<file path="src/rtl/d05200_otp_ctrl.sv">
// OTP access controller: boot-loads LCFR/HCFR/HL_SEL trims, then serves single-byte host read/program requests.
// Latency: read SU_CYC+RD_CYC+2 edges, program SU_CYC+PG_CYC+2 edges (+SU_CYC+RD_CYC+1 with OTP_VERIFY_EN read-back).
// Backpressure: REQ_RDY only in IDLE after boot; one access in flight. Macro OTP_VERIFY_EN enables program read-back verify.
module d05200_otp_ctrl #(
    parameter int         SU_CYC    = 2,
    parameter int         RD_CYC    = 4,
    parameter int         PG_CYC    = 200,
    parameter logic [6:0] LCFR_ADDR = 7'h00,
    parameter logic [6:0] HCFR_ADDR = 7'h01,
    parameter logic [6:0] CFG_ADDR  = 7'h02
) (
    input  logic       LCLK,
    input  logic       RESET,
    input  logic       REQ_VLD,
    output logic       REQ_RDY,
    input  logic       REQ_WR,
    input  logic [6:0] REQ_ADDR,
    input  logic [7:0] REQ_WDAT,
    output logic       RSP_VLD,
    output logic [7:0] RSP_DAT,
    output logic       RSP_ERR,
    output logic       OTP_CS,
    output logic       OTP_READ,
    output logic       OTP_PROG,
    output logic [6:0] OTP_ADDR,
    output logic [7:0] OTP_DATI,
    input  logic [7:0] OTP_DATO,
    output logic [7:0] LCFR,
    output logic [7:0] HCFR,
    output logic       HL_SEL,
    output logic       BOOT_DONE
);

`ifdef OTP_VERIFY_EN
    localparam bit VERIFY = 1'b1;
`else
    localparam bit VERIFY = 1'b0;
`endif

    localparam logic [7:0] SU_LD = 8'(SU_CYC - 1);
    localparam logic [7:0] RD_LD = 8'(RD_CYC - 1);
    localparam logic [7:0] PG_LD = 8'(PG_CYC - 1);

    typedef enum logic [2:0] {SETUP, READ, PROG, HOLD, IDLE} state_t;

    state_t     state, state_nxt;
    logic [7:0] cnt, cnt_nxt;
    logic [1:0] boot_idx;
    logic       acc_wr, vfy_phase;
    logic [6:0] addr_q;
    logic [7:0] wdat_q, rd_q, lcfr_tmp, hcfr_tmp;
    logic       hs, prog_phase, boot_next, boot_end, vfy_start, host_end;

    assign REQ_RDY    = (state == IDLE) && BOOT_DONE;
    assign hs         = REQ_VLD && REQ_RDY;
    assign prog_phase = BOOT_DONE && acc_wr && !vfy_phase;
    assign boot_next  = (state == HOLD) && !BOOT_DONE && (boot_idx != 2'd2);
    assign boot_end   = (state == HOLD) && !BOOT_DONE && (boot_idx == 2'd2);
    assign vfy_start  = VERIFY && (state == HOLD) && prog_phase;
    assign host_end   = (state == HOLD) && BOOT_DONE && !vfy_start;

    // Macro controls decode straight from state; gating with RESET drops them asynchronously.
    assign OTP_CS   = !RESET && (state != IDLE);
    assign OTP_READ = !RESET && (state == READ);
    assign OTP_PROG = !RESET && (state == PROG);
    assign OTP_ADDR = RESET ? 7'h00 : addr_q;

    always_ff @(posedge LCLK or posedge RESET) begin
        if (RESET) begin
            state <= SETUP;
            cnt   <= SU_LD;
        end else begin
            state <= state_nxt;
            cnt   <= cnt_nxt;
        end
    end

    always_comb begin
        state_nxt = state;
        cnt_nxt   = cnt;
        unique case (state)
            SETUP: begin
                if (cnt == 8'd0) begin
                    state_nxt = prog_phase ? PROG : READ;
                    cnt_nxt   = prog_phase ? PG_LD : RD_LD;
                end else begin
                    cnt_nxt = cnt - 8'd1;
                end
            end
            READ, PROG: begin
                if (cnt == 8'd0) begin
                    state_nxt = HOLD;
                end else begin
                    cnt_nxt = cnt - 8'd1;
                end
            end
            HOLD: begin
                if (boot_next || vfy_start) begin
                    state_nxt = SETUP;
                    cnt_nxt   = SU_LD;
                end else begin
                    state_nxt = IDLE;
                end
            end
            IDLE: begin
                if (hs) begin
                    state_nxt = SETUP;
                    cnt_nxt   = SU_LD;
                end
            end
            default: begin
                state_nxt = IDLE;
                cnt_nxt   = 8'd0;
            end
        endcase
    end

    always_ff @(posedge LCLK or posedge RESET) begin
        if (RESET) begin
            boot_idx  <= 2'd0;
            addr_q    <= LCFR_ADDR;
            OTP_DATI  <= 8'h00;
            wdat_q    <= 8'h00;
            acc_wr    <= 1'b0;
            vfy_phase <= 1'b0;
            rd_q      <= 8'h00;
            lcfr_tmp  <= 8'h00;
            hcfr_tmp  <= 8'h00;
            LCFR      <= 8'h00;
            HCFR      <= 8'h00;
            HL_SEL    <= 1'b0;
            BOOT_DONE <= 1'b0;
            RSP_VLD   <= 1'b0;
            RSP_DAT   <= 8'h00;
            RSP_ERR   <= 1'b0;
        end else begin
            RSP_VLD <= host_end;
            if (state == READ && cnt == 8'd0)
                rd_q <= OTP_DATO;
            if (hs) begin
                addr_q    <= REQ_ADDR;
                OTP_DATI  <= REQ_WDAT;
                wdat_q    <= REQ_WDAT;
                acc_wr    <= REQ_WR;
                vfy_phase <= 1'b0;
            end
            if (vfy_start)
                vfy_phase <= 1'b1;
            if (boot_next) begin
                boot_idx <= boot_idx + 2'd1;
                if (boot_idx == 2'd0) begin
                    lcfr_tmp <= rd_q;
                    addr_q   <= HCFR_ADDR;
                end else begin
                    hcfr_tmp <= rd_q;
                    addr_q   <= CFG_ADDR;
                end
            end
            // All trims publish on one edge so ANALOG_TOP never sees a partial set.
            if (boot_end) begin
                LCFR      <= lcfr_tmp;
                HCFR      <= hcfr_tmp;
                HL_SEL    <= rd_q[0];
                BOOT_DONE <= 1'b1;
            end
            if (host_end) begin
                RSP_DAT <= (acc_wr && !VERIFY) ? wdat_q : rd_q;
                // Only bits requested but not set count; OTP cannot clear an already-set bit.
                RSP_ERR <= VERIFY && acc_wr && ((rd_q & wdat_q) != wdat_q);
            end
        end
    end

endmodule

</file>
<file path="config.mk">
export PLATFORM = sky130hd
export DESIGN_NAME = d05200_otp_ctrl
export DESIGN_NICKNAME = d
export VERILOG_FILES = /design/src/rtl/d05200_otp_ctrl.sv
export SDC_FILE = /design/constraint.sdc
export NUM_CORES = 1
export LEC_CHECK = 0
export ABC_CLOCK_PERIOD_IN_PS = 8420
export CAP_MARGIN = 20
export CORE_ASPECT_RATIO = 1.2
export CORE_MARGIN = 2
export CORE_UTILIZATION = 50
export CTS_CLUSTER_SIZE = 24
export DETAILED_ROUTE_END_ITERATION = 7
export GPL_ROUTABILITY_DRIVEN = 0
export HOLD_SLACK_MARGIN = 0.12
export PLACE_DENSITY_LB_ADDON = 0.1
export SYNTH_ARGS = -nofsm -noshare
export SYNTH_HDL_FRONTEND = slang
export SYNTH_SLANG_ARGS = --single-unit
</file>
<file path="constraint.sdc">
create_clock -name LCLK -period 8.42 [get_ports LCLK]
set_input_delay 0.842 -clock LCLK [delete_from_list [all_inputs] [get_ports LCLK]]
set_output_delay 0.842 -clock LCLK [all_outputs]
set_load 0.05 [all_outputs]
</file>
==> flow_summary_export.csv <==
group,metric,value,unit
setup_path,end_kind,"primary output",
timing,tightest_slew,0.9859,ns
job,cap_violations,0,
timing,min_period,4.238,ns
layout,utilization,65.98,%
routing,vias_per_cell,5.569,
layout,diodes,0,
routing,antenna_left,0,
floorplanning,ioPinCount,74,
power_and_ir_drop,finalPower,699.1,uW
placed_design,dpl_cell_area,4343,sq um
layout,area_delta_synth_final,26.73,%
clock_tree,clkTransAtPathRegs,0.07,ns
power_and_ir_drop,swShare,20.88,%
clock_tree,cts_max_path_buffers,2,
layout,fin_area,4549,sq um
global_route,antenna_found_initial,0,
clock_tree,clkSinkCount,80,
clock_tree,cts-resized-gates,0,
timing,slew_headroom,34.27,%
placed_design,numPortBuffers,72,
setup_path,path_max_fanout,81,
timing,period_share,50.34,%
global_route,grt_pass1_wl,12100,microns
synth,synth_area,3590,sq um
synth,synth_cell_type_count,55,
global_route,grt_pass1_vias,2444,
clock_tree,clkLatencyLatePin,0.34,ns
power_and_ir_drop,pwr-share-comb,3.6,%
clock_tree,cts_tree,"built",
clock_tree,cts_buffers,9,
synth,ys_warn_count,0,
power_and_ir_drop,p_leak,0.002045,uW
synth,synth_top_area_share,55.07,%
layout,finish.net_count,382,
synth,yosysTopAreaCell,"dfrtp_1",
floorplanning,rows,33,
layout,drive_gt1_share,22.47,%
synth,avgSynthCellArea,12.91,sq um
setup_path,start_kind,"primary input",
placed_design,dp_hpwl,4913,microns
setup_path,path_class,"primary input to primary output",
global_route,grt_util_all_layers,20.20,%
power_and_ir_drop,peakVddDrop,0.1277,mV
timing,rsz0062_at_grt,"no",
timing,max_freq,235.9,MHz
synth,synthCells,278,
floorplanning,die_width,81.35,microns
synth,synth_ff_type,"dfrtp_1",
global_route,overflow,0,
power_and_ir_drop,power_per_cell_area,153.7,nW/um^2
synth,synth_common_cells,"dfrtp_1, mux2_2, nor2_1, o21ai_0, nand2_1",
global_route,grt_max_degree,82,
power_and_ir_drop,seqPwrFrac,55.5,%
synth,ys_ff_latch,80,
timing,finalSetupTns,0,ns
routing,first_pass_iters,4,
hold_path,worst_hold_path_type,"flip-flop to flip-flop",
timing,hold_violations,0,
layout,fillCellCount,559,
floorplanning,die_y,96.82,microns
setup_path,cp_data_arrival_time,3.40,ns
timing,clock_skew,0.009417,ns
routing,wl_per_cell,16.59,microns
floorplanning,start_util,52.06,%
clock_tree,postCtsHoldBufs,0,
clock_tree,root_buffer,"clkbuf_8",
floorplanning,dieArea,7876,sq um
clock_tree,cts_setup_buffers,0,
synth,ys_top_cells_by_area,"dfrtp_1, mux2_2, mux2i_1, o21ai_0, a22o_1",
synth,synthArstFlopShare,100.0,%
timing,report.final.slew_viol_count,0,
routing,wirelength,7351,microns
floorplanning,coreArea,6895,sq um
routing,vias,2467,
synth,synth-edff-count,0,
routing,drt_iter0_drc,117,
routing,drcViolationCount,0,
run_status,status,"completed",
clock_tree,htree_levels,3,
synth,ys_seq_area_share,55.80,%
synth,yosysMostFrequentCell,"dfrtp_1",
synth,syn-num-nets,309,
power_and_ir_drop,p_clk_share,40.9,%
timing,finalSetupViolCount,0,
power_and_ir_drop,p_int,553.1,uW
setup_path,worst_ep_required_time,7.58,ns
power_and_ir_drop,p_sw,146.0,uW
-- final timing paths --
path / from / end / slack, ns / cells past startpoint
setup reg to reg: state[0] / lcfr_tmp[3] / 6.07 / 4
setup / recovery: RESET / OTP_READ / 4.18 / 5
min in group asynchronous: RESET / addr_q[6] / 1.34 / 3
hold reg to reg: RSP_DAT[3] / RSP_DAT[3] / 0.49 / 2
max in group asynchronous: RESET / state[2] / 6.42 / 3
hold / removal: RSP_DAT[3] / RSP_DAT[3] / 0.49 / 2
-- power by group through the flow --
stage / clock network (uW) / registers (uW) / logic, uW
4_1_cts: 295 / 388 / 26.4
2_1_floorplan: 0 / 395 / 11.3
3_5_place_dp: 0 / 395 / 26.3
5_1_grt: 311 / 388 / 28.3
6_report: 286 / 388 / 25.5
3_3_place_gp: 0 / 395 / 26.0
-- cells in the final DEF, fill, tap and decap left out, types with 3 or more instances in the layout --
master / instances
nand3_1: 4
nor3_1: 3
dfrtp_1: 79
nor2b_1: 8
o21ai_0: 14
inv_1: 5
nand3b_1: 3
clkbuf_8: 11
mux2i_1: 8
mux2_2: 50
a22o_1: 7
ha_1: 4
xnor2_1: 3
nor2_1: 14
a21oi_1: 5
nand2_1: 13
a211oi_1: 3
and3_1: 3
clkdlybuf4s50_1: 72
-- metal layers --
layer	vias to the layer above	GRT usage, %	routed length, microns	part of all wire, %
li1	1151	-	-	-
met1	1232	27.52	3228	44
met2	71	30.45	3581	49
met3	13	5.224	402	5.5
met4	0	8.475	138	1.9
met5	-	0	0	0
-- area by class of cell --
type | instances | area, sq um | share of cell area (%)
flip-flops and latches | 80 | 2003 | 44.03
multi-input cells | 180 | 1471 | 32.34
repair buffers | 74 | 735.7 | 16.17
clock buffers | 12 | 155.1 | 3.410
well taps | 87 | 108.9 | 2.393
clock inverters | 4 | 51.30 | 1.128
inverters | 6 | 23.77 | 0.5226
-- kinds of logic after synthesis --
kind of cell	count (synthesis)	synth area share (%)
AND/OR/NAND/NOR	66	11.61
multiplexers	58	17.92
XOR/XNOR	3	0.7321
AO/OA/AOI/OAI	48	9.237
other	1	0.1045
adder cells (fa/ha/maj)	4	1.394
buffers and inverters	18	3.207
flip-flops	80	55.80
-- through the flow --
step	setup slack [ns]	instances	hold slack (ns)
after floorplan	4.173	278	0.4582
final	4.182	443	0.4928
after global placement	4.151	427	0.4638
after global routing	3.955	443	0.5188
after CTS	4.130	443	0.4960
after detailed placement	4.129	427	0.4736
-- sequential cells by signal, summed over array words and instances (netlist names) --
register   count
HCFR           8
boot_idx       2
HL_SEL         1
addr_q         7
cnt            8
RSP_DAT        8
lcfr_tmp       8
BOOT_DONE      1
LCFR           8
rd_q           8
acc_wr         1
hcfr_tmp       8
wdat_q         8
RSP_VLD        1
state          3
-- worst max-delay path, stage by stage --
cell and delay [ns]:
clkdlybuf4s50_1 0.59, clkinv_2 0.09, buf_4 0.73, and3_1 0.27
clkdlybuf4s50_1 0.80
(Power assumes the default switching activity.)
